$ cat src/rtl/fetch_sequencer.sv
// Instruction fetch and sequencing controller for the 8-bit Harvard CPU.
// Walks the program counter over asynchronous-read program memory, gathers
// an opcode plus up to two operand bytes, and hands the assembled instruction
// to the execute unit over a valid/ready handshake. JMP and HLT are resolved
// here. Taken branches arrive from execute on the redirect port.
module fetch_sequencer #(
  parameter logic [7:0] RESET_PC = 8'h00,
  parameter logic [7:0] HALT_OP  = 8'hFF
) (
  input  logic       clk,
  input  logic       rst_n,
  output logic [7:0] pm_addr,
  input  logic [7:0] pm_data,
  output logic       instr_valid,
  input  logic       instr_ready,
  output logic [7:0] instr_op,
  output logic [7:0] instr_a,
  output logic [7:0] instr_b,
  output logic [1:0] instr_len,
  output logic [7:0] instr_pc,
  output logic       illegal,
  input  logic       redirect,
  input  logic [7:0] redirect_addr,
  input  logic       resume,
  output logic       halted
);

  localparam logic [7:0] OP_NOP = 8'h00;
  localparam logic [7:0] OP_ADD = 8'h01;
  localparam logic [7:0] OP_SUB = 8'h02;
  localparam logic [7:0] OP_MOV = 8'h03;
  localparam logic [7:0] OP_JMP = 8'h04;

  typedef enum logic [2:0] {
    FETCH_OP,
    FETCH_A,
    FETCH_B,
    ISSUE,
    HALT
  } state_t;

  state_t     state;
  logic [7:0] pc;
  logic [7:0] pc_inc;
  logic [1:0] dec_ops;
  logic       dec_illegal;

  // The memory address is the PC register itself, so it never glitches.
  assign pm_addr = pc;
  assign pc_inc  = pc + 8'd1;

  // Decode the operand count of the byte currently on pm_data (used in FETCH_OP).
  always_comb begin
    dec_ops     = 2'd0;
    dec_illegal = 1'b0;
    case (pm_data)
      OP_NOP:                 dec_ops = 2'd0;
      OP_ADD, OP_SUB, OP_MOV: dec_ops = 2'd2;
      OP_JMP:                 dec_ops = 2'd1;
      default:                dec_illegal = (pm_data != HALT_OP);
    endcase
  end

  // Sequencer: one byte per fetch state, redirect overrides everything else.
  always_ff @(posedge clk or negedge rst_n) begin
    if (!rst_n) begin
      state       <= FETCH_OP;
      pc          <= RESET_PC;
      instr_valid <= 1'b0;
      instr_op    <= 8'h00;
      instr_a     <= 8'h00;
      instr_b     <= 8'h00;
      instr_len   <= 2'd0;
      instr_pc    <= 8'h00;
      illegal     <= 1'b0;
      halted      <= 1'b0;
    end else if (redirect) begin
      pc          <= redirect_addr;
      state       <= FETCH_OP;
      instr_valid <= 1'b0;
      halted      <= 1'b0;
    end else begin
      case (state)
        FETCH_OP: begin
          instr_op  <= pm_data;
          instr_pc  <= pc;
          instr_a   <= 8'h00;
          instr_b   <= 8'h00;
          instr_len <= dec_ops + 2'd1;
          illegal   <= dec_illegal;
          pc        <= pc_inc;
          if (pm_data == HALT_OP) begin
            state  <= HALT;
            halted <= 1'b1;
          end else if (dec_ops == 2'd0) begin
            state       <= ISSUE;
            instr_valid <= 1'b1;
          end else begin
            state <= FETCH_A;
          end
        end
        FETCH_A: begin
          instr_a <= pm_data;
          if (instr_op == OP_JMP) begin
            pc    <= pm_data;
            state <= FETCH_OP;
          end else begin
            pc <= pc_inc;
            if (instr_len == 2'd2) begin
              state       <= ISSUE;
              instr_valid <= 1'b1;
            end else begin
              state <= FETCH_B;
            end
          end
        end
        FETCH_B: begin
          instr_b     <= pm_data;
          pc          <= pc_inc;
          state       <= ISSUE;
          instr_valid <= 1'b1;
        end
        ISSUE: begin
          if (instr_ready) begin
            instr_valid <= 1'b0;
            state       <= FETCH_OP;
          end
        end
        HALT: begin
          if (resume) begin
            halted <= 1'b0;
            state  <= FETCH_OP;
          end
        end
        default: state <= FETCH_OP;
      endcase
    end
  end

endmodule

$ cat config.mk
export PLATFORM = sky130hd
export DESIGN_NAME = fetch_sequencer
export DESIGN_NICKNAME = d
export VERILOG_FILES = /design/src/rtl/fetch_sequencer.sv
export SDC_FILE = /design/constraint.sdc
export NUM_CORES = 1
export LEC_CHECK = 0
export CAP_MARGIN = 20
export CELL_PAD_IN_SITES_DETAIL_PLACEMENT = 1
export CELL_PAD_IN_SITES_GLOBAL_PLACEMENT = 1
export CORE_UTILIZATION = 38
export CTS_CLUSTER_DIAMETER = 30
export DETAILED_ROUTE_END_ITERATION = 6
export GPL_TIMING_DRIVEN = 0
export HOLD_SLACK_MARGIN = 0.12
export PLACE_DENSITY_LB_ADDON = 0.1
export SLEW_MARGIN = 20
export SYNTH_ARGS = -nofsm -noshare
export SYNTH_HDL_FRONTEND = slang
export SYNTH_SLANG_ARGS = --single-unit
$ cat constraint.sdc
create_clock -name clk -period 3.4 [get_ports clk]
set_clock_uncertainty 0.05 [all_clocks]
set_input_delay 0.34 -clock clk [delete_from_list [all_inputs] [get_ports clk]]
set_output_delay 0.34 -clock clk [all_outputs]
set_load 0.1 [all_outputs]
==> Word level (Yosys, flattened, before mapping) <==
Index checks and enable logic that the tools add are counted.
{ "word_totals": {"register_bits": 48, "in_bits": 21, "out_inout_bits": 45, "wordCells": 75} }
{ "classes": {"add_sub_neg": 2, "n_eq_ne": 19, "mux": 26, "n_bitwise": 1, "n_reduce_logical": 17} }
{ "ops": {"columns": ["operator", "n"], "rows": [
  ["8-bit case mux with 2 select lines", 3],
  ["3-bit inequality test, second input constant", 7],
  ["8-bit by 2-bit == test with 1-bit output, second input constant", 2],
  ["8-bit by 3-bit == test with 1-bit output, second input constant", 2],
  ["8-bit two-way mux", 2],
  ["3-bit case mux with 5 select lines", 1],
  ["3-bit two-way mux", 4],
  ["1-bit two-way mux", 11],
  ["8-bit by 1-bit adder with 8-bit output, second input constant", 1],
  ["8-bit by 1-bit == test with 1-bit output, second input constant", 1],
  ["8-bit == test, second input constant", 1],
  ["8-bit logical NOT", 1],
  ["8-bit inequality test, second input constant", 1],
  ["2-bit AND reduction", 4],
  ["3-bit by 2-bit == test with 1-bit output, second input constant", 2],
  ["6-bit AND reduction", 1],
  ["3-bit nonzero test", 2],
  ["5-bit nonzero test", 1],
  ["5-bit OR reduction", 1],
  ["2-bit two-way mux", 2],
  ["1-bit case mux with 4 select lines", 1],
  ["2-bit case mux with 2 select lines", 1],
  ["2-bit nonzero test", 2],
  ["3-bit by 1-bit == test with 1-bit output, second input constant", 1],
  ["other kinds (10)", 10]
]} }

==> Depth between registers and ports, before layout <==
{ "depth": {"word_depth": 8, "depth_mapped": 7, "ltp_nobuf": 7} }

==> Worst setup path after synthesis <==
Ideal clock, no wire load.
{ "synth_path": {"path_kind": "register to register", "startpoint": "reg instr_op[2]", "endpoint": "reg pc[1], in the netlist pm_addr[1]", "setup_time_ns": 0.104, "t_arrival_ns": 2.304, "required_ns": 3.246, "path_slack_ns": 0.942, "stages_incl_launch_ff": 6, "n_path_buf": 1, "synth_period_minus_slack_ns": 2.458, "cell_sequence": "dfrtp_1 or4b_1 or3_1 buf_6 mux2i_1 a221oi_1"} }
{ "synth_via": {"elab_chain_len": 4} }
{ "synth_lines": {"columns": ["item", "line_no", "rtl"], "rows": [
  ["from (decl)", "16", "output logic [7:0] instr_op,"],
  ["from (signal assigned)", "85", "instr_op <= pm_data;"],
  ["8-bit by 3-bit == test with 1-bit output", "104", "if (instr_op == OP_JMP) begin"],
  ["8-bit two-way mux", "104", null],
  ["8-bit case mux with 2 select lines", "83", "case (state)"],
  ["8-bit two-way mux", "77", "end else if (redirect) begin"],
  ["to (signal assigned)", "78", "pc <= redirect_addr;"],
  ["to (signal assigned)", "105", "pc <= pm_data;"],
  ["to (signal assigned)", "108", "pc <= pc_inc;"],
  ["to (decl)", "43", "logic [7:0] pc;"]
]} }
Every way passes these cells.
A chain may end at the register's enable or synchronous reset.

==> Worst setup path after layout <==
{ "layout_path": {"startpoint": "in pm_data[5]", "endpoint": "reg instr_valid"} }
{ "layout_via": {"elab_chain_len": 6, "word_cells_on_any_way": 11, "cone_classes": "7 x eq/ne; 1 x mux; 3 x reduce/logical"} }
{ "layout_lines": {"columns": ["item", "line_no", "rtl"], "rows": [
  ["from (decl)", "13", "input logic [7:0] pm_data,"],
  ["8-bit by 1-bit == test with 1-bit output or 8-bit by 2-bit == test with 1-bit output (tied branches)", "56", "case (pm_data)"],
  ["3-bit OR reduction", null, null],
  ["2-bit case mux with 2 select lines", "56", null],
  ["2-bit logical NOT", "95", "end else if (dec_ops == 2'd0) begin"],
  ["3-bit inequality test (no source line)", null, null],
  ["6-bit AND reduction (no source line) (*)", null, null],
  ["to (signal assigned)", "69", "instr_valid <= 1'b0;"],
  ["to (signal assigned)", "97", "instr_valid <= 1'b1;"],
  ["to (signal assigned)", "111", "instr_valid <= 1'b1;"],
  ["to (decl)", "14", "output logic instr_valid,"]
]} }
Every way passes the cells marked *; elsewhere a longest branch is shown, timed or not.

==> results.cfg <==
[global_routing]
grt_overflow = 0
grt_pass1_wl_um = 11700
grt_antenna_before_repair = 0
grt_max_degree = 31
grt.total_usage_pct = 24.1
first_global_vias = 2306

[clock_network]
root_buffer = clkbuf_8
clk-insertion-delay-late_ns = 0.31
cts_max_path_buffers = 2
cts_hold_buf = 1
postCtsSetupBuffers = 0
htreeDepth = 2
cts_made_buffers = 5
cts-resized-gates = 0
clkTransAtPathRegs_ns = 0.09
cts_num_sinks = 48
cts_tree = done

[synthesis]
synth_top_family_by_area = simple AND/OR/NAND/NOR gates
synth_xor_area_share_pct = 1.12
synth.most_common_cell = nand2_1
syn_inst = 256
synth_area_sq_um = 2350
synth-seq-area-share_pct = 51.2
synthFlopType = dfrtp_1
synth_common_cells = 64 x nand2_1, 48 x dfrtp_1, 22 x nand3_1
synthMuxAreaShare_pct = 6.45
synth.yosys.warnings = 0
synth_simple_gate_area_share_pct = 24.9
synth_edf_count = 0
ys_seq_elements = 48
synth_top_cell_by_area = dfrtp_1
synth-compound-area-share_pct = 11.7
synth.top_cell.area_share_pct = 51.2
synthAdderAreaFrac_pct = 1.07
synth_cell_types = 41
synthesis.nets = 279
synth.top_cells.by_area = dfrtp_1 51%, nand2_1 10%, nand3_1 4.7%, mux2_2 4.3%, nor3_1 3.0%
synthArstFlopShare_pct = 100
postSynthAreaPerCell_sq_um = 9.16

[setup_path]
max_stage_delay_ns = 0.57
critPathLaunchType = input port
worstSetupEndpointType = flip-flop
slowest_stage = or4_1
timing.rr.end = pm_addr[0]
rr_startpoint = instr_op[0]
reg2regPathDepth = 4
criticalPathCategory = in2reg
reg2reg_slack_ns = 1.27
crit_path_frequent_cell = nor2_1
crit_required_ns = 3.54
crit_fanout = 6
crit_chain = clkdlybuf4s50_1 -> or4_1 -> nor2_1 -> nand3_1 -> ha_1 -> nor2_1 -> a2111oi_0 -> mux2_2
path_buf_inv = 1
crit_family = simple AND/OR/NAND/NOR gates
critPathArrivalTime_ns = 2.65

[detailed_routing]
wl_met1_um = 3130
totalWireLength_um = 6990
antenna_left = 0
wl_met3_um = 242
routed.top_layer = met4
drtIter0Drc = 60
vias = 2203
via_per_inst = 5.45
first_pass_iters = 6
avgRoutedWirePerCell_um = 17.3
route.met2.wl_um = 3500
drcViolationCount = 0

[floorplanning]
dieArea_sq_um = 6490
start_util_pct = 39.6
placementRows = 28
core_sq_um = 5920
die_h_um = 80.6
io_pins = 66
die_x_um = 80.6

[sta]
timing_hold_violations_final = 0
period_share_pct = 73.8
period_needed_ns = 2.51
worst_pin_slew_ns = 0.977
fmax_ghz = 0.399
finalMaxSlewViolations = 0
setup_viol_count_final = 0
max_slew_margin_pct = 34.7
rsz0062_at_grt = false
fin_tns_setup_ns = 0

[placement]
io_buffer_count = 64
gp_congestion = 0.877
dp.cells = 396
hpwlAfterDp_um = 5070
placed_area_sq_um = 3100

[run]
max_cap_violations = 0

[worst_hold_path]
hp-class = reg2reg
min_to = instr_a[6]
hold_depth = 2
holdCritStartpoint = instr_a[6]

[layout]
final_area_sq_um = 3230
final_cells = 404
n_antenna_cell = 0
finalCoreUtilization_pct = 54.6
syn2layout_area_growth_pct = 37.9
drive_gt1_share_pct = 6.99
fin_nets = 352

[outcome]
outcome = complete, no violations
-- layer usage --
metal	vias to the layer above	track usage, %
met5	-	0
met4	0	8.04
met3	10	4.20
met2	53	39.6
met1	1096	31.8
li1	1044	-
-- registers in the layout (all words and copies together), names as in the netlist --
register,flops
illegal,1
halted,1
instr_b,8
state,3
instr_a,8
instr_op,8
pm_addr,8
instr_pc,8
instr_len,2
instr_valid,1
-- cells by family (layout without fill, tap and decap cells) --
family / after synthesis / in the layout
buf+inv: 20 / 93
fa+ha+maj: 2 / 2
flops: 48 / 48
simple gates: 127 / 127
mux: 14 / 14
xor+xnor: 3 / 3
compound gates: 42 / 42
-- through the flow --
| step | hold slack, ns | setup slack [ns] |
|---|---|---|
| after floorplan | -0.00559 | 0.942 |
| final | 0.426 | 0.892 |
| after global placement | 0.402 | 0.490 |
| after global routing | 0.467 | 0.728 |
| after detailed placement | 0.272 | 0.605 |
| after CTS | 0.431 | 0.897 |
-- tightest hold or removal path, stage by stage, from the launching register on --
cell	delay, ns
dfrtp_1	0.35
nand2_1	0.05
nand2_1	0.05
-- worst max path at each step --
stage                           start           to  slack [ns]  cells after the start
after CTS                  pm_data[4]  instr_valid        0.90                      8
final                      pm_data[5]  instr_valid        0.89                      8
after detailed placement   pm_data[4]  instr_valid        0.61                      8
after global placement          rst_n  instr_op[0]        0.49                      1
after floorplan           instr_op[2]   pm_addr[1]        0.94                      5
after global routing       pm_data[4]  instr_valid        0.73                      8
-- cell type report --
type / instances / area [sq um]
plain buffers: 15 / 63.8
clock buffers: 5 / 68.8
clock inverters: 2 / 60.1
fillers: 679 / 2690
inverters: 5 / 18.8
multi-input cells: 188 / 1060
flip-flops and latches: 48 / 1200
well taps: 75 / 93.8
repair buffers: 66 / 666
-- placed cells by master, fill, tap and decap left out, types with 2 or more instances in the layout --
cell type	count
a21o_1	2
a21oi_1	6
a22oi_1	6
a31oi_1	3
bufinv_16	2
clkbuf_1	14
clkbuf_8	5
clkdlybuf4s50_1	63
dfrtp_1	48
ha_1	2
inv_1	5
mux2_2	9
mux2i_1	5
nand2_1	64
nand3_1	22
nand4_1	4
nor2_1	9
nor3_1	14
nor4b_1	2
o21a_1	3
o21ai_0	10
o21ai_1	2
or2_2	2
or3_1	2
or4_1	2
xnor2_1	2
Power is not shown: default switching activity piles up to over one toggle a cycle in this logic, so the estimate is an artifact.
